## src/rtl/julia_io_pkg.sv

```systemverilog
// Shared types and ASCII helpers for the Julia-set front-panel I/O.
// State encoding, LCD geometry and the nibble-to-hex-character mapping live here.
package julia_io_pkg;

  typedef enum logic [1:0] {
    S_ENTER   = 2'd0,
    S_CONFIRM = 2'd1,
    S_DONE    = 2'd2
  } state_t;

  localparam int unsigned LCD_CHARS  = 32;
  localparam int unsigned LINE_CHARS = LCD_CHARS / 2;

  localparam logic [7:0]  ASCII_SPACE      = 8'h20;
  localparam logic [15:0] ASCII_HEX_PREFIX = 16'h3078;  // "0x"

  function automatic logic [7:0] nibble_to_ascii(input logic [3:0] nib);
    if (nib < 4'd10) return 8'h30 + {4'h0, nib};
    else             return 8'h37 + {4'h0, nib};
  endfunction

endpackage

```

## src/rtl/hex_ascii_fmt.sv

```systemverilog
// Formats a WIDTH-bit value as a space-padded 16-char LCD line "0x" + uppercase hex.
// Digits are MSB first; the value is zero-extended to a whole number of nibbles.
module hex_ascii_fmt
  import julia_io_pkg::*;
#(
  parameter int unsigned WIDTH = 18
) (
  input  logic [WIDTH-1:0]        value,
  output logic [LINE_CHARS*8-1:0] line
);

  localparam int unsigned NDIG  = (WIDTH + 3) / 4;
  localparam int unsigned TOP   = LINE_CHARS * 8 - 1;

  logic [NDIG*4-1:0] ext;

  always_comb begin
    ext              = '0;
    ext[WIDTH-1:0]   = value;
    line             = {LINE_CHARS{ASCII_SPACE}};
    line[TOP -: 16]  = ASCII_HEX_PREFIX;
    for (int unsigned i = 0; i < NDIG; i++) begin
      line[TOP - 16 - 8*i -: 8] = nibble_to_ascii(ext[(NDIG-1-i)*4 +: 4]);
    end
  end

endmodule

```

## src/rtl/param_entry_seq.sv

```systemverilog
// Front-panel parameter-entry sequencer: steps through NUM_PARAMS values with
// enter/confirm/back, commits them to a packed bus and renders a 32-char LCD image.
module param_entry_seq
  import julia_io_pkg::*;
#(
  parameter int unsigned                   WIDTH      = 18,
  parameter int unsigned                   NUM_PARAMS = 5,
  parameter int unsigned                   IDX_W      = 4,
  parameter logic [NUM_PARAMS*WIDTH-1:0]   DEFAULTS   = '0
) (
  input  logic                        clock,
  input  logic                        reset,
  input  logic [WIDTH-1:0]            sw,
  input  logic                        enter,
  input  logic                        confirm,
  input  logic                        back,
  output logic [NUM_PARAMS*WIDTH-1:0] params_out,
  output logic [IDX_W-1:0]            cur_idx,
  output logic                        params_valid,
  output logic                        update_pulse,
  output logic [LCD_CHARS*8-1:0]      lcd_text
);

  localparam logic [IDX_W-1:0]       LAST_IDX  = IDX_W'(NUM_PARAMS - 1);
  localparam logic [LCD_CHARS*8-1:0] LCD_RESET = {"ENTER P0", {(LCD_CHARS-8){ASCII_SPACE}}};

  state_t                      state, state_next;
  logic [IDX_W-1:0]            idx_q, idx_next;
  logic [WIDTH-1:0]            staging, staging_next;
  logic [NUM_PARAMS*WIDTH-1:0] params_q;
  logic                        commit;
  logic                        pulse_q, pulse_next;

  logic enter_prev, confirm_prev, back_prev;
  logic ev_enter, ev_confirm, ev_back;

  logic [WIDTH-1:0]            fmt_value;
  logic [LINE_CHARS*8-1:0]     fmt_line;
  logic [LINE_CHARS*8-1:0]     line1, line2;
  logic [LCD_CHARS*8-1:0]      lcd_q;
  logic [IDX_W+3:0]            idx_ext;

  assign ev_enter   = enter   & ~enter_prev;
  assign ev_confirm = confirm & ~confirm_prev;
  assign ev_back    = back    & ~back_prev;

  // Edge priority back > confirm > enter: each state tests back first, and an
  // enter edge is acted on only when no confirm edge coincides with it.
  always_comb begin
    state_next   = state;
    idx_next     = idx_q;
    staging_next = staging;
    commit       = 1'b0;
    pulse_next   = 1'b0;
    unique case (state)
      S_ENTER: begin
        if (ev_back) begin
          if (idx_q != '0) idx_next = idx_q - 1'b1;
        end else if (ev_enter && !ev_confirm) begin
          staging_next = sw;
          state_next   = S_CONFIRM;
        end
      end
      S_CONFIRM: begin
        if (ev_back) begin
          staging_next = '0;
          state_next   = S_ENTER;
        end else if (ev_confirm) begin
          commit = 1'b1;
          if (idx_q == LAST_IDX) begin
            state_next = S_DONE;
            pulse_next = 1'b1;
          end else begin
            idx_next   = idx_q + 1'b1;
            state_next = S_ENTER;
          end
        end
      end
      S_DONE: begin
        if (ev_back) begin
          idx_next   = LAST_IDX;
          state_next = S_ENTER;
        end else if (ev_enter && !ev_confirm) begin
          idx_next   = '0;
          state_next = S_ENTER;
        end
      end
      default: state_next = S_ENTER;
    endcase
  end

  always_ff @(posedge clock or negedge reset) begin
    if (!reset) begin
      state        <= S_ENTER;
      idx_q        <= '0;
      staging      <= '0;
      pulse_q      <= 1'b0;
      enter_prev   <= 1'b1;
      confirm_prev <= 1'b1;
      back_prev    <= 1'b1;
    end else begin
      state        <= state_next;
      idx_q        <= idx_next;
      staging      <= staging_next;
      pulse_q      <= pulse_next;
      enter_prev   <= enter;
      confirm_prev <= confirm;
      back_prev    <= back;
    end
  end

  always_ff @(posedge clock or negedge reset) begin
    if (!reset) begin
      params_q <= DEFAULTS;
    end else begin
      for (int unsigned i = 0; i < NUM_PARAMS; i++) begin
        if (commit && idx_q == IDX_W'(i)) params_q[i*WIDTH +: WIDTH] <= staging;
      end
    end
  end

  // One formatter serves both editing states.
  assign fmt_value = (state == S_CONFIRM) ? staging : sw;

  hex_ascii_fmt #(
    .WIDTH (WIDTH)
  ) u_fmt (
    .value (fmt_value),
    .line  (fmt_line)
  );

  assign idx_ext = {4'h0, idx_q};

  always_comb begin
    line1 = {LINE_CHARS{ASCII_SPACE}};
    line2 = {LINE_CHARS{ASCII_SPACE}};
    unique case (state)
      S_ENTER: begin
        line1[LINE_CHARS*8-1 -: 56]  = "ENTER P";
        line1[LINE_CHARS*8-57 -: 8]  = nibble_to_ascii(idx_ext[3:0]);
        line2                        = fmt_line;
      end
      S_CONFIRM: begin
        line1[LINE_CHARS*8-1 -: 72]  = "CONFIRM P";
        line1[LINE_CHARS*8-73 -: 8]  = nibble_to_ascii(idx_ext[3:0]);
        line2                        = fmt_line;
      end
      S_DONE: begin
        line1[LINE_CHARS*8-1 -: 32]  = "DONE";
        line2[LINE_CHARS*8-1 -: 40]  = "READY";
      end
      default: ;
    endcase
  end

  always_ff @(posedge clock or negedge reset) begin
    if (!reset) lcd_q <= LCD_RESET;
    else        lcd_q <= {line1, line2};
  end

  assign params_out   = params_q;
  assign cur_idx      = idx_q;
  assign params_valid = (state == S_DONE);
  assign update_pulse = pulse_q;
  assign lcd_text     = lcd_q;

endmodule

```

## config.mk

```make
export PLATFORM = sky130hd
export DESIGN_NAME = param_entry_seq
export DESIGN_NICKNAME = d
export VERILOG_FILES = /design/src/rtl/julia_io_pkg.sv /design/src/rtl/hex_ascii_fmt.sv /design/src/rtl/param_entry_seq.sv
export SDC_FILE = /design/constraint.sdc
export NUM_CORES = 1
export LEC_CHECK = 0
export ABC_CLOCK_PERIOD_IN_PS = 4400
export BUFFER_PORTS_ARGS = -buffer_cell sky130_fd_sc_hd__buf_2
export CORE_AREA = 2 2 144 146
export CTS_CLUSTER_SIZE = 28
export DETAILED_ROUTE_END_ITERATION = 10
export DIE_AREA = 0 0 146 148
export PLACE_DENSITY = 0.8
export RECOVER_POWER = 100
export SLEW_MARGIN = 20
export SYNTH_ARGS = -nofsm -noshare
export SYNTH_HDL_FRONTEND = slang
export SYNTH_SLANG_ARGS = --single-unit
export TNS_END_PERCENT = 10
```

## constraint.sdc

```tcl
create_clock -name clock -period 4.4 [get_ports clock]
set_clock_uncertainty 0.2 [all_clocks]
set_input_delay 0.88 -clock clock [delete_from_list [all_inputs] [get_ports clock]]
set_output_delay 0.88 -clock clock [all_outputs]
set_load 0.03 [all_outputs]
```

Word level (Yosys, flattened, before mapping)
Cells that the tools add are included.
{"block": "totals", "input_bits": 23, "reg_bits": 326, "out_inout_bits": 352, "elab_cells": 110}
{"block": "classes", "n_reduce_logical": 16, "n_eq_ne": 16, "n_mux": 39, "add_sub_neg": 14, "n_bitwise": 6, "order_cmp": 6}
{"cell": "case mux 31 bit (3 select lines)", "n": 1}
{"cell": "two-way mux 88 bit", "n": 1}
{"cell": "case mux 39 bit (2 select lines)", "n": 1}
{"cell": "two-way mux 18 bit", "n": 4}
{"cell": "adder 6 x 4 -> 7 bit (first input constant)", "n": 10}
{"cell": "case mux 31 bit (2 select lines)", "n": 1}
{"cell": "two-way mux 8 bit", "n": 5}
{"cell": "case mux 18 bit (2 select lines)", "n": 1}
{"cell": "two-way mux 4 bit", "n": 7}
{"cell": "less-than comparator 4 bit (second input constant)", "n": 5}
{"cell": "!= test 2 bit (second input constant)", "n": 8}
{"cell": "two-way mux 15 bit", "n": 1}
{"cell": "adder 6 x 2 -> 7 bit (first input constant)", "n": 2}
{"cell": "two-way mux 2 bit", "n": 7}
{"cell": "case mux 4 bit (3 select lines)", "n": 1}
{"cell": "== test 4 x 2 -> 1 bit (second input constant)", "n": 2}
{"cell": "AND reduction 4 bit", "n": 2}
{"cell": "two-way mux 1 bit", "n": 7}
{"cell": "two-way mux 7 bit", "n": 1}
{"cell": "AND reduction 7 bit", "n": 1}
{"cell": "logical AND 1 bit", "n": 6}
{"cell": "case mux 2 bit (3 select lines)", "n": 1}
{"cell": "adder 4 x 1 -> 4 bit (second input constant)", "n": 1}
{"cell": "== test 4 x 1 -> 1 bit (second input constant)", "n": 1}
{"cell": "16 further kinds", "n": 20}

Longest topological paths before layout
{"block": "logic_depth", "ltp_word": 7, "ltp_mapped": 11, "ltp_nobuf": 9}

By module
From an unflattened synthesis, not the netlist that was laid out.
{"block": "hier_totals", "hier_cells": 1002, "hier_area_um2": 11922.7}
{"module": "param_entry_seq", "seq_area_each_um2": 6817.8, "n_inst": 1, "cells_per_inst": 841, "area_per_inst_um2": 10792.9}
{"module": "hex_ascii_fmt", "seq_area_each_um2": 0.0, "n_inst": 1, "cells_per_inst": 161, "area_per_inst_um2": 1129.8}

Worst setup path after synthesis
Ideal clock, no wire load.
{"block": "synth_timing", "path_type": "register to register", "startpoint": "reg state[1]", "endpoint": "reg lcd_q[90] (netlist: lcd_text[90])", "path_slack_ns": 1.717, "stages_incl_launch_ff": 12, "setup_time_ns": 0.072, "required_ns": 4.128, "period_less_slack_ns": 2.683, "n_path_buf": 4, "t_arrival_ns": 2.411, "path_cell_list": "dfrtp_1 -> clkbuf_1 -> inv_1 -> ha_1 -> buf_4 -> buf_2 -> buf_2 -> a21oi_1 -> ha_1 -> nor2b_1 -> mux2_2 -> nor2_1"}
{"block": "synth_via", "elab_chain_len": 5, "word_cells_on_any_way": 10, "cone_classes": "add/sub (2); order compare (1); eq/ne (2); mux (3); reduce/logical (2)"}
{"element": "start, declared", "line_no": "param_entry_seq.sv:27", "text": "state_t state, state_next;"}
{"element": "start signal, assigned", "line_no": "param_entry_seq.sv:102", "text": "state <= state_next;"}
{"element": "== test 2 x 1 -> 1 bit", "line_no": "param_entry_seq.sv:123, param_entry_seq.sv:137"}
{"element": "two-way mux 18 bit", "line_no": "param_entry_seq.sv:123", "text": "assign fmt_value = (state == S_CONFIRM) ? staging : sw;"}
{"element": "adder 6 x 4 -> 7 bit, or another cell as far along", "line_no": "julia_io_pkg.sv:19", "text": "else return 8'h37 + {4'h0, nib};"}
{"element": "two-way mux 8 bit", "line_no": "julia_io_pkg.sv:18", "text": "if (nib < 4'd10) return 8'h30 + {4'h0, nib};"}
{"element": "case mux 39 bit (2 select lines) (*)", "line_no": "param_entry_seq.sv:137", "text": "unique case (state)"}
{"element": "via line2[90]", "line_no": "param_entry_seq.sv:39", "text": "logic [LINE_CHARS*8-1:0] line1, line2;"}
{"element": "end signal, assigned", "line_no": "param_entry_seq.sv:158", "text": "else lcd_q <= {line1, line2};"}
{"element": "end, declared", "line_no": "param_entry_seq.sv:40", "text": "logic [LCD_CHARS*8-1:0] lcd_q;"}
The timed path passes the listed nets; every way through them passes the cells marked *.
A chain may end at the register's enable or synchronous reset.

Worst setup path after layout
{"block": "layout_timing", "startpoint": "reg state[1]", "endpoint": "reg params_q[33] (netlist: params_out[33])"}
{"block": "layout_via", "elab_chain_len": 3}
{"element": "== test 2 x 1 -> 1 bit", "line_no": "param_entry_seq.sv:55", "text": "unique case (state)"}
{"element": "two-way mux 1 bit", "line_no": "param_entry_seq.sv:55"}
{"element": "logical AND 1 bit", "line_no": "param_entry_seq.sv:117", "text": "if (commit && idx_q == IDX_W'(i)) params_q[i*WIDTH +: WIDTH] <= staging;"}
{"element": "end signal, assigned by index", "line_no": "param_entry_seq.sv:117"}
{"element": "end, declared", "line_no": "param_entry_seq.sv:30", "text": "logic [NUM_PARAMS*WIDTH-1:0] params_q;"}
Every way passes these cells.

==> results.tsv <==
metric	value	unit
Worst R2R Start	state[1]	
worst r2r path cells	6	
vias in the first global route	4942	
top-count cell post-synth	buf_4	
main combinational cell family by area after synthesis	buffers and inverters	
post-CTS setup buffers	0	
row cnt	52	
GR Overflow Total	0	
Hold Crit Class	flip-flop to flip-flop	
Residual DRC	0	
Crit Path Category	flip-flop to flip-flop	
Avg Vias per Cell	4.41	
Yosys Warn Count	0	
die width	146	um
Pins Over Slew Limit	103	
violated checks	max-capacitance violations, max-slew violations	
Final ANT Viol Nets	0	
Leak Pwr	0.00461	uW
# IOs	375	
Finished Layout Cells	1182	
Initial DRC Count	220	
Compound-Gate Fraction of Synth Area	4.59	%
Post-synth EDFFs	0	
internal reg-to-reg setup slack	0.85	ns
Critical Path Max Stage Delay	0.66	ns
die area	0.0216	sq mm
max-cap viol count	1	
Clock Pin Slew Worst Setup and Hold Paths	0.06	ns
most used cell, CP	inv_1	
Tmin final	3.55	ns
clock root cell	clkbuf_16	
Worst Hold Path EP	params_out[19]	
fin worst setup slack	0.845	ns
pre-CTS WS	1.07	ns
setup TNS	0	ns
initial core utilization	43.0	%
CP top delay family	simple AND/OR/NAND/NOR gates	
number of synthesized register bits	177	
Layout area overhead	9.48	%
CP startpoint	state[1]	
Post-Syn Area	0.00862	sq mm
Critical Path Source Type	flip-flop	
Power Total	7510	uW
first-pass GRT wire length	27600	um
WL/cell	15.9	um
Synth area leader	dfrtp_1	
CTS Buf Count	17	
final WL	18800	um
Critical Path Slowest Stage Cell	nand2_1	
Pre-antenna DRT Iters	4	
leading register cell type out of synthesis	dfrtp_1	
gp weighted congestion	0.818	
Post-Synth XOR/XNOR Area	0.915	%
Min Hold Slack	0.306	ns
Hold Crit Depth	1	
Placeable Area	0.0200	sq mm
setup violators final	0	
slew margin rel.	-66.7	%
CTS tree	yes	
clk sinks	177	
H-tree depth	4	
clk_lat worst skew	0.42	ns
RSZ-0062 raised after global routing	false	
layout cells sized above 1	20.4	%
maximum vdd drop	0.408	mV
Buffers on Ports	216	
CTS Buffer Depth	2	
Hold Vio Cnt, Final	0	
largest net degree at the start of global routing	103	
largest cells by area after synthesis	dfrtp_1 46%, buf_4 17%, mux2_2 15%	
P per Cell Area	797	mW/mm^2
vias	5214	
post-synth top area share	46.5	%
Worst R2R End	params_out[33]	
Placed Cells	1149	
CP cell instances	inv_1 -> ha_2 -> inv_1 -> nor4_4 -> nand2_1 -> mux2_2	
fmax	281	MHz
simple-gate portion of the synthesized area	6.55	%
crit path buf inv count	2	
data required time of the critical path	4.50	ns
sequential area share after synthesis	51.7	%
die height	148	um
mux contribution to synthesized area	14.9	%
mean post-synth cell area	12.0	sq um
Post-CTS Hold Fix Bufs	0	
antenna violations before repair	1	
hpwl dp	13700	um
WP data arrival	3.65	ns
All-Layer GR Usage	16.8	%
nets@finish	936	
Async S/R FF share, synth	100	%
PostCTS Resize Cnt	0	
crit end category	flip-flop	
fin crit share	80.8	%
worst-path maximum fanout	32	
Least-Margin Pin Slew	2.50	ns
status	finished, violations left	
cells after synthesis	717	
Netlist cell types	44	
synth cell count leaders	199 x buf_4, 160 x dfrtp_1, 112 x mux2_2	
Adder-Cell Fraction of Synth Area	2.18	%
HP Start	params_out[19]	
==> logic make-up after synthesis <==
family	after synthesis
buffers and inverters	229
flip-flops	177
multiplexers	114
AND/OR/NAND/NOR	106
AO/OA/AOI/OAI	65
adder cells (fa/ha/maj)	15
XOR/XNOR	9
other	2
==> metal layers <==
layer  track usage, %  part of all wire, %  vias up
met1             20.8                   41     2588
met3             4.60                  6.3       20
met5                0                    0        -
met2             28.7                   51      205
met4             5.24                  1.6        0
li1                 -                    -     2401
==> through the flow <==
| stage | instance area [sq um] | utilization (%) |
|---|---|---|
| finish | 9430 | 47.1 |
| global route | 9430 | 47.1 |
| CTS | 9720 | 48.5 |
| detailed placement | 9070 | 45.3 |
| global placement | 9070 | 45.3 |
| floorplan | 9200 | - |
==> layout make-up <==
type                            instances  area (sq um)
Inverter                               13          48.8
Fill cell                            1929         10600
Antenna cell                            1          2.50
Sequential cell                       177          4450
Multi-Input combinational cell        467          3080
Timing Repair Buffer                  222           867
Tap cell                              270           338
Clock inverter                         12           204
Clock buffer                           20           447
==> power breakdown <==
part	internal (uW)	switching [uW]	leakage [uW]	total, uW
clock	1030	627	0.000319	1660
sequential	2240	486	0.00229	2730
combinational	821	2310	0.00200	3130
==> sequential cells by signal (all words and copies together), names as in the netlist <==
| signal | cells |
|---|---|
| back_prev | 1 |
| confirm_prev | 1 |
| cur_idx | 4 |
| enter_prev | 1 |
| lcd_text | 59 |
| params_out | 90 |
| staging | 18 |
| state | 2 |
| update_pulse | 1 |
==> cells in the final DEF (no fill, tap or decap), drive strengths merged, types with 16 or more instances in the layout <==
master and n:
a21oi 29, buf 20, clkbuf 222, conb 158, dfrtp 160, dfstp 17, mux2 112, nand2 27
nor2 29, nor2b 21, o21ai 16
==> worst max-delay path by stage <==
stage	end	slack (ns)	depth (start not counted)
after floorplan	lcd_text[90]	1.72	11
after global placement	params_out[33]	1.18	6
after detailed placement	params_out[33]	1.07	6
after CTS	params_out[21]	1.07	6
after global routing	state[0]	0.49	2
final	params_out[33]	0.85	6
Power figures use the tool's default switching activity.
